==> src/rtl/rdx_resolve_31.sv <==
// rtl/rdx_resolve_31.sv - chunk-serial resolver turning a redundant sum/carry pair into a binary value
//
// Purpose: accepts one redundant operand pair (s_in, e_in) through a ready/valid handshake.
//          It adds the two vectors CHUNK bits per cycle with a rippling carry register.
//          It then presents the (WIDTH+1)-bit binary result until downstream takes it.
//
// Ports:
//   clk        in   clock, all state updates on the rising edge
//   rst        in   asynchronous active-high reset
//   in_valid   in   s_in/e_in hold a valid operand pair
//   in_ready   out  operand pair accepted this cycle (IDLE only)
//   s_in       in   [WIDTH-1:0] sum vector
//   e_in       in   [WIDTH-1:0] carry vector, same bit weights as s_in
//   out_valid  out  result holds a resolved value (DONE only)
//   out_ready  in   downstream accepts result this cycle
//   result     out  [WIDTH:0] s_in + e_in, MSB is the final carry-out
//   busy       out  state is not IDLE

module rdx_resolve_31 #(
  parameter int WIDTH = 31,
  parameter int CHUNK = 8
) (
  input  logic             clk,
  input  logic             rst,
  input  logic             in_valid,
  output logic             in_ready,
  input  logic [WIDTH-1:0] s_in,
  input  logic [WIDTH-1:0] e_in,
  output logic             out_valid,
  input  logic             out_ready,
  output logic [WIDTH:0]   result,
  output logic             busy
);

  // Enough chunks to hold the full WIDTH+1 bit sum, so the carry out of bit WIDTH-1
  // always lands inside the result register.
  localparam int NCHUNK = (WIDTH + 1 + CHUNK - 1) / CHUNK;
  localparam int TOTW   = NCHUNK * CHUNK;
  localparam int PADW   = TOTW - WIDTH;
  localparam int IDXW   = (NCHUNK > 1) ? $clog2(NCHUNK) : 1;

  typedef enum logic [1:0] {
    S_IDLE,
    S_ADD,
    S_DONE
  } state_t;

  state_t            state_q, state_d;
  logic [IDXW-1:0]   idx_q, idx_d;
  logic              carry_q, carry_d;
  logic [TOTW-1:0]   s_q, s_d;
  logic [TOTW-1:0]   e_q, e_d;
  logic [TOTW-1:0]   res_q, res_d;

  logic [CHUNK-1:0]  s_chunk;
  logic [CHUNK-1:0]  e_chunk;
  logic [CHUNK:0]    chunk_sum;
  logic              last_chunk;

  // Operand chunks selected by the running index; one CHUNK-bit add per ADD cycle.
  assign s_chunk    = s_q[idx_q*CHUNK +: CHUNK];
  assign e_chunk    = e_q[idx_q*CHUNK +: CHUNK];
  assign chunk_sum  = {1'b0, s_chunk} + {1'b0, e_chunk} + {{CHUNK{1'b0}}, carry_q};
  assign last_chunk = (idx_q == IDXW'(NCHUNK - 1));

  always_ff @(posedge clk or posedge rst) begin
    if (rst) begin
      state_q <= S_IDLE;
      idx_q   <= '0;
      carry_q <= 1'b0;
      s_q     <= '0;
      e_q     <= '0;
      res_q   <= '0;
    end else begin
      state_q <= state_d;
      idx_q   <= idx_d;
      carry_q <= carry_d;
      s_q     <= s_d;
      e_q     <= e_d;
      res_q   <= res_d;
    end
  end

  always_comb begin
    state_d   = state_q;
    idx_d     = idx_q;
    carry_d   = carry_q;
    s_d       = s_q;
    e_d       = e_q;
    res_d     = res_q;
    in_ready  = 1'b0;
    out_valid = 1'b0;

    unique case (state_q)
      S_IDLE: begin
        in_ready = 1'b1;
        if (in_valid) begin
          s_d     = {{PADW{1'b0}}, s_in};
          e_d     = {{PADW{1'b0}}, e_in};
          idx_d   = '0;
          carry_d = 1'b0;
          state_d = S_ADD;
        end
      end

      S_ADD: begin
        res_d[idx_q*CHUNK +: CHUNK] = chunk_sum[CHUNK-1:0];
        carry_d = chunk_sum[CHUNK];
        if (last_chunk) begin
          // Carry out of the top chunk is beyond the result width and is dropped.
          idx_d   = '0;
          carry_d = 1'b0;
          state_d = S_DONE;
        end else begin
          idx_d = idx_q + 1'b1;
        end
      end

      S_DONE: begin
        out_valid = 1'b1;
        // No accept on the DONE->IDLE edge; the next operand waits one IDLE cycle.
        if (out_ready) begin
          state_d = S_IDLE;
        end
      end

      default: begin
        state_d = S_IDLE;
      end
    endcase
  end

  assign result = res_q[WIDTH:0];
  assign busy   = (state_q != S_IDLE);

endmodule

==> config.mk <==
export PLATFORM = sky130hd
export DESIGN_NAME = rdx_resolve_31
export DESIGN_NICKNAME = d
export VERILOG_FILES = /design/src/rtl/rdx_resolve_31.sv
export SDC_FILE = /design/constraint.sdc
export NUM_CORES = 1
export LEC_CHECK = 0
export ABC_CLOCK_PERIOD_IN_PS = 9020
export CAP_MARGIN = 10
export CELL_PAD_IN_SITES_DETAIL_PLACEMENT = 1
export CELL_PAD_IN_SITES_GLOBAL_PLACEMENT = 1
export CORE_ASPECT_RATIO = 2
export CORE_MARGIN = 2
export CORE_UTILIZATION = 44
export CTS_CLUSTER_DIAMETER = 150
export DETAILED_ROUTE_END_ITERATION = 8
export GPL_ROUTABILITY_DRIVEN = 0
export GPL_TIMING_DRIVEN = 0
export PLACE_DENSITY = 0.86
export SLEW_MARGIN = 20
export SYNTH_ARGS = -nofsm -noshare
export SYNTH_HDL_FRONTEND = slang
export SYNTH_SLANG_ARGS = --single-unit
==> constraint.sdc <==
create_clock -name clk -period 9.02 [get_ports clk]
set_input_delay 1.804 -clock clk [delete_from_list [all_inputs] [get_ports clk]]
set_output_delay 1.804 -clock clk [all_outputs]
set_load 0.05 [all_outputs]
==> impl_metrics.json <==
{
  "max-cap-violations": 0,
  "fin_crit_sh_pct": 41.71,
  "synth_ff_type": "dfrtp_1",
  "worst_clock_skew_ns": 0.006004,
  "drc": 0,
  "core_mm2": 0.01015,
  "regArea_mm2": 0.002477,
  "arrival_ns": 1.96,
  "grt_pass1_vias": 3572,
  "final_core_util_pct": 59.74,
  "drive_above_1_share_pct": 26.05,
  "cts_setup_buffers": 0,
  "setup_tns_ns": 0,
  "grt_usage_pct": 22.57,
  "required_ns": 7.22,
  "critPathBufInv": 2,
  "rsz0062_at_grt": "no",
  "start_kind": "flip-flop",
  "multi_input_area_mm2": 0.001958,
  "p_leak_nw": 2.552,
  "ys_ff_latch": 99,
  "fin_hold_ws_ns": 0.4746,
  "internal-power_mw": 1.508,
  "dp.cells": 549,
  "n_antenna_cell": 0,
  "layoutNonFillerInstCount": 565,
  "h-tree-depth": 3,
  "yosysUniqueCellTypes": 45,
  "rows": 52,
  "powerDensity_mw_per_mm2": 448.1,
  "power_frac_seq_pct": 28.1,
  "wirelength_um": 11920,
  "drt_iter0_markers": 88,
  "drtAntennaViolNets": 0,
  "final_common_cell": "clkdlybuf4s50_1",
  "grt_pass1_wl_um": 19150,
  "synthArstFlopShare_pct": 100.0,
  "n_fill_cell": 1024,
  "worst_slew_pin_slew_ns": 0.8327,
  "p_sw_mw": 1.209,
  "dieArea_mm2": 0.01129,
  "p_comb_share_pct": 58.6,
  "io_pins": 101,
  "power_mw": 2.717,
  "crit_path_top_delay_cell": "clkdlybuf4s50_1",
  "slew_headroom_pct": 44.48,
  "die_h_um": 148.3,
  "antenna_found_initial": 0,
  "synth-edff-count": 0,
  "fmax_mhz": 265.8,
  "hpwlAfterDp_um": 9206,
  "cts.sinks": 99,
  "grt_max_degree": 55,
  "nets": 506,
  "ctsResizeCount": 0,
  "grt-ovfl-total": 0,
  "peakVddDrop_mv": 0.2777,
  "ys_warn_count": 0,
  "hp-class": "reg2reg",
  "drtPass1Iterations": 5,
  "synth_nets": 394,
  "worstPathMaxFanout": 5,
  "syn_area_per_cell_um2": 14.63,
  "cp_top_family": "buffers and inverters",
  "worstPathCellList": "or2_2 -> inv_2 -> clkdlybuf4s50_1",
  "p_sw_share_pct": 44.50,
  "vias_per_cell": 5.465,
  "vias": 3088,
  "endpoint_kind": "output pin",
  "die_w_um": 76.15,
  "start_util_pct": 45.13,
  "hold_viol": 0,
  "clk_pin_slew_ns": 0.06,
  "numPortBuffers": 100,
  "status": "finished clean",
  "tritoncts": "yes",
  "path_class": "reg2out",
  "syn_to_final_growth_pct": 32.37,
  "clock_latency_ns": 0.34,
  "clockBufferDepth": 2,
  "cts_root_buf": "clkbuf_16",
  "cts_hold_buf": 0,
  "syn-cell-area_mm2": 0.004581,
  "drv_slew": 0,
  "yosysSeqAreaShare_pct": 54.08,
  "routedWlPerCell_um": 21.10,
  "crit_path_max_incr_delay_ns": 0.80,
  "setup_viol": 0,
  "synth_cells": 313,
  "final_cell_mix": "100 x clkdlybuf4s50_1, 99 x dfrtp_1, 58 x mux2_2",
  "cts-buffers-inserted": 9,
  "fin_crit_ns": 3.762,
  "power.share.clock_pct": 13.3
}
-- state kept, by name, summed over array words and instances, names as in the netlist --
name,flops
result,32
e_q,31
s_q,31
idx_q,2
state_q,2
carry_q,1
-- Yosys cell counts (2+ instances only) --
cell	n	share of area [%]
nand2_1	13	1.1
clkbuf_1	2	0.16
o21a_1	2	0.33
xnor2_1	3	0.57
nand2_4	2	0.49
a22o_1	26	5.0
o211ai_1	2	0.33
and2_1	2	0.27
o22ai_1	2	0.27
inv_1	10	0.82
o21ai_1	2	0.22
nand2_2	2	0.27
ha_1	13	3.6
mux2_2	58	14
a21oi_1	4	0.44
nor3_2	2	0.44
o21ai_0	9	0.98
nor2_1	4	0.33
nor2b_1	2	0.27
buf_6	7	1.7
mux4_2	14	6.9
o21bai_1	2	0.33
buf_2	2	0.22
mux2_1	5	1.2
mux2i_1	3	0.66
o31a_1	2	0.38
dfrtp_1	99	54
fa_1	2	0.87
-- worst register-to-register path, delay by kind of cell, from the launching register on --
family	cells	cell delay, ns
AO/OA/AOI/OAI	3	0.77
adder cells (fa/ha/maj)	2	0.71
multiplexers	1	0.63
buffers and inverters	2	0.56
flip-flops	1	0.52
AND/OR/NAND/NOR	2	0.44
-- routing by layer --
layer | up-vias | GRT usage (%) | routed length, µm
met4 | 0 | 11.09 | 408
met1 | 1607 | 21.76 | 3965
met5 | - | 0 | 0
met2 | 84 | 46.03 | 7257
li1 | 1376 | - | -
met3 | 21 | 2.549 | 289
-- per-stage QoR --
| stage | worst slack (ns) | area, µm² |
|---|---|---|
| 2_1_floorplan | 4.626 | 4581 |
| 3_3_place_gp | 3.316 | 5751 |
| 3_5_place_dp | 5.344 | 5783 |
| 4_1_cts | 5.244 | 6063 |
| 5_1_grt | 5.166 | 6063 |
| 6_report | 5.258 | 6063 |
-- layout make-up --
class / instances / share of cell area, %
multi-input combinational: 191 / 32.29
sequential: 99 / 40.86
clock buffer: 10 / 3.941
clock inverter: 6 / 0.6810
timing repair buffer: 101 / 16.96
buffer: 12 / 1.713
tap: 135 / 2.786
inverter: 11 / 0.7635
-- final timing paths --
check                           start         end  slack (ns)  cells past startpoint
setup / recovery           state_q[0]    in_ready        5.26                      3
hold / removal             result[25]  result[25]        0.47                      2
setup reg to reg             idx_q[0]  result[14]        5.33                     10
hold reg to reg            result[25]  result[25]        0.47                      2
max in group asynchronous         rst      e_q[2]        6.53                      3
min in group asynchronous         rst      s_q[8]        1.89                      2
-- cells by family (layout without fill, tap and decap cells) --
kind of cell / count (synthesis) / in the layout / synth area share, %
and+or+nand+nor: 38 / 38 / 5.791
buffers and inverters: 23 / 140 / 3.169
DFF: 99 / 99 / 54.08
AOI/OAI and AO/OA: 54 / 54 / 8.741
xor gates and xnor gates: 4 / 4 / 0.7650
muxes: 80 / 80 / 23.03
adders and majority gates: 15 / 15 / 4.425
-- power groups by stage --
stage | registers (mW) | clock network (mW) | logic, mW
floorplan | 0.892 | 0 | 0.975
global placement | 0.751 | 0 | 1.50
detailed placement | 0.771 | 0 | 1.58
CTS | 0.764 | 0.367 | 1.60
global route | 0.792 | 0.386 | 1.70
finish | 0.763 | 0.361 | 1.59
Power figures use the tool's default switching activity.
==> RTL change (same flow settings) <==
`CHUNK`: 8 -> 4.
--- a/src/rtl/rdx_resolve_31.sv
+++ b/src/rtl/rdx_resolve_31.sv
@@ -19,5 +19,5 @@
 module rdx_resolve_31 #(
   parameter int WIDTH = 31,
-  parameter int CHUNK = 8
+  parameter int CHUNK = 4
 ) (
   input  logic             clk,
Formal check against the unedited RTL: not equivalent (Yosys sat finds a counterexample within 4 cycles, from zero or initial values and one cycle with rst high).
==> RTL change against the unedited design <==
  * Routed wire length rose by 3.2%
  * Via count rose by 4.6%
  * Register-to-register slack improved by 110 ps
  * Highest routed layer unchanged
  * Die area rose by 7.9%
  * Critical endpoint unchanged
  * Design area rose by 6.4%
  * Sequential cell count rose by 1
  * Fmax rose by 0.16%
  * Clock power rose by 3%
  * Worst setup slack improved by 5.9 ps
  * Core utilization fell by 0.82 points
  * Area after synthesis rose by 8.2%
  * Power fell by 3.0%
  * Synthesized cell count rose by 9.9%
  * Critical path depth did not move
==> RTL change: results <==
metrics = {
    "power": {
        "pg_seq_uw": 789,
        "seqPwrFrac_pct": 29.9,
        "p_clk_share_pct": 14.1,
        "leakage_uw": 0.00286,
    },
    "status": {
        "status": "complete, no violations",
    },
    "worst_setup_path": {
        "max_stage_delay_ps": 830,
    },
    "logic_synthesis": {
        "yosysSeqAreaShare_pct": 50.5,
        "ys_types": 44,
        "synth_xor_area_share_pct": 0.353,
        "yosys-top-cells-area": "dfrtp_1, mux2_4, mux4_2",
        "synth_compound_area_share_pct": 5.07,
        "syn_avg_cell_area_um2": 14.4,
        "post_synth_mux_area_share_pct": 27.7,
    },
    "hold_path": {
        "worstHoldStart": "result[8]$_DFFE_PP0P_",
        "min_to": "result[8]$_DFFE_PP0P_",
    },
    "global_routing": {
        "grt.met3_usage_pct": 2.23,
        "antenna_found_initial": 1,
        "grt_util_met2_pct": 40.9,
        "track_usage_pct": 21.8,
        "grt_pass1_wl_mm": 20.2,
        "grt_max_degree": 87,
        "grt_pass1_vias": 3778,
    },
    "cells_and_area": {
        "sh_seq_area_pct": 38.8,
        "n_all_inverters": 8,
        "drive_gt1_share_pct": 25.8,
        "multi_input_area_share_pct": 34.5,
        "nMultiInputCombCells": 221,
        "n_antenna_cell": 1,
        "nonClkBufAreaFrac_pct": 19.0,
        "nNonClkBuffers": 116,
        "final-clk-cell-share_pct": 4.37,
        "nets": 534,
    },
    "placement": {
        "place_worst_setup_slack_ps": 5380,
        "dp.cells": 585,
        "placed_area_um2": 6160,
    },
    "timing": {
        "hold_slack_ps": 481,
        "max_slew_margin_pct": 51.8,
        "clock_skew_ps": 13.4,
    },
    "routing": {
        "wl_met3_um": 220,
        "dr.pass1.iters": 4,
        "wirelength_mm": 12.3,
    },
}
==> RTL change: worst register-to-register path: cells and delay by family, from the launching register on <==
family / cells / cell delay, ps
AND/OR/NAND/NOR: 3 / 340
buffers and inverters: 2 / 440
multiplexers: 2 / 870
adder cells (fa/ha/maj): 2 / 900
XOR/XNOR: 1 / 500
flip-flops: 1 / 430
==> RTL change: how the worst max path moves through the flow <==
stage                                      start                     end  slack [ps]  cells after the start
after global placement                       rst     e_q[12]$_DFFE_PP0P_        3320                      2
after CTS                 state_q[0]$_DFFE_PP0P_                in_ready        5260                      3
after detailed placement    idx_q[0]$_DFFE_PP0P_  result[30]$_DFFE_PP0P_        5380                     10
after floorplan                              rst     carry_q$_DFFE_PP0P_        4600                      1
after global routing      state_q[0]$_DFFE_PP0P_                in_ready        5230                      3
final                     state_q[0]$_DFFE_PP0P_                in_ready        5260                      3
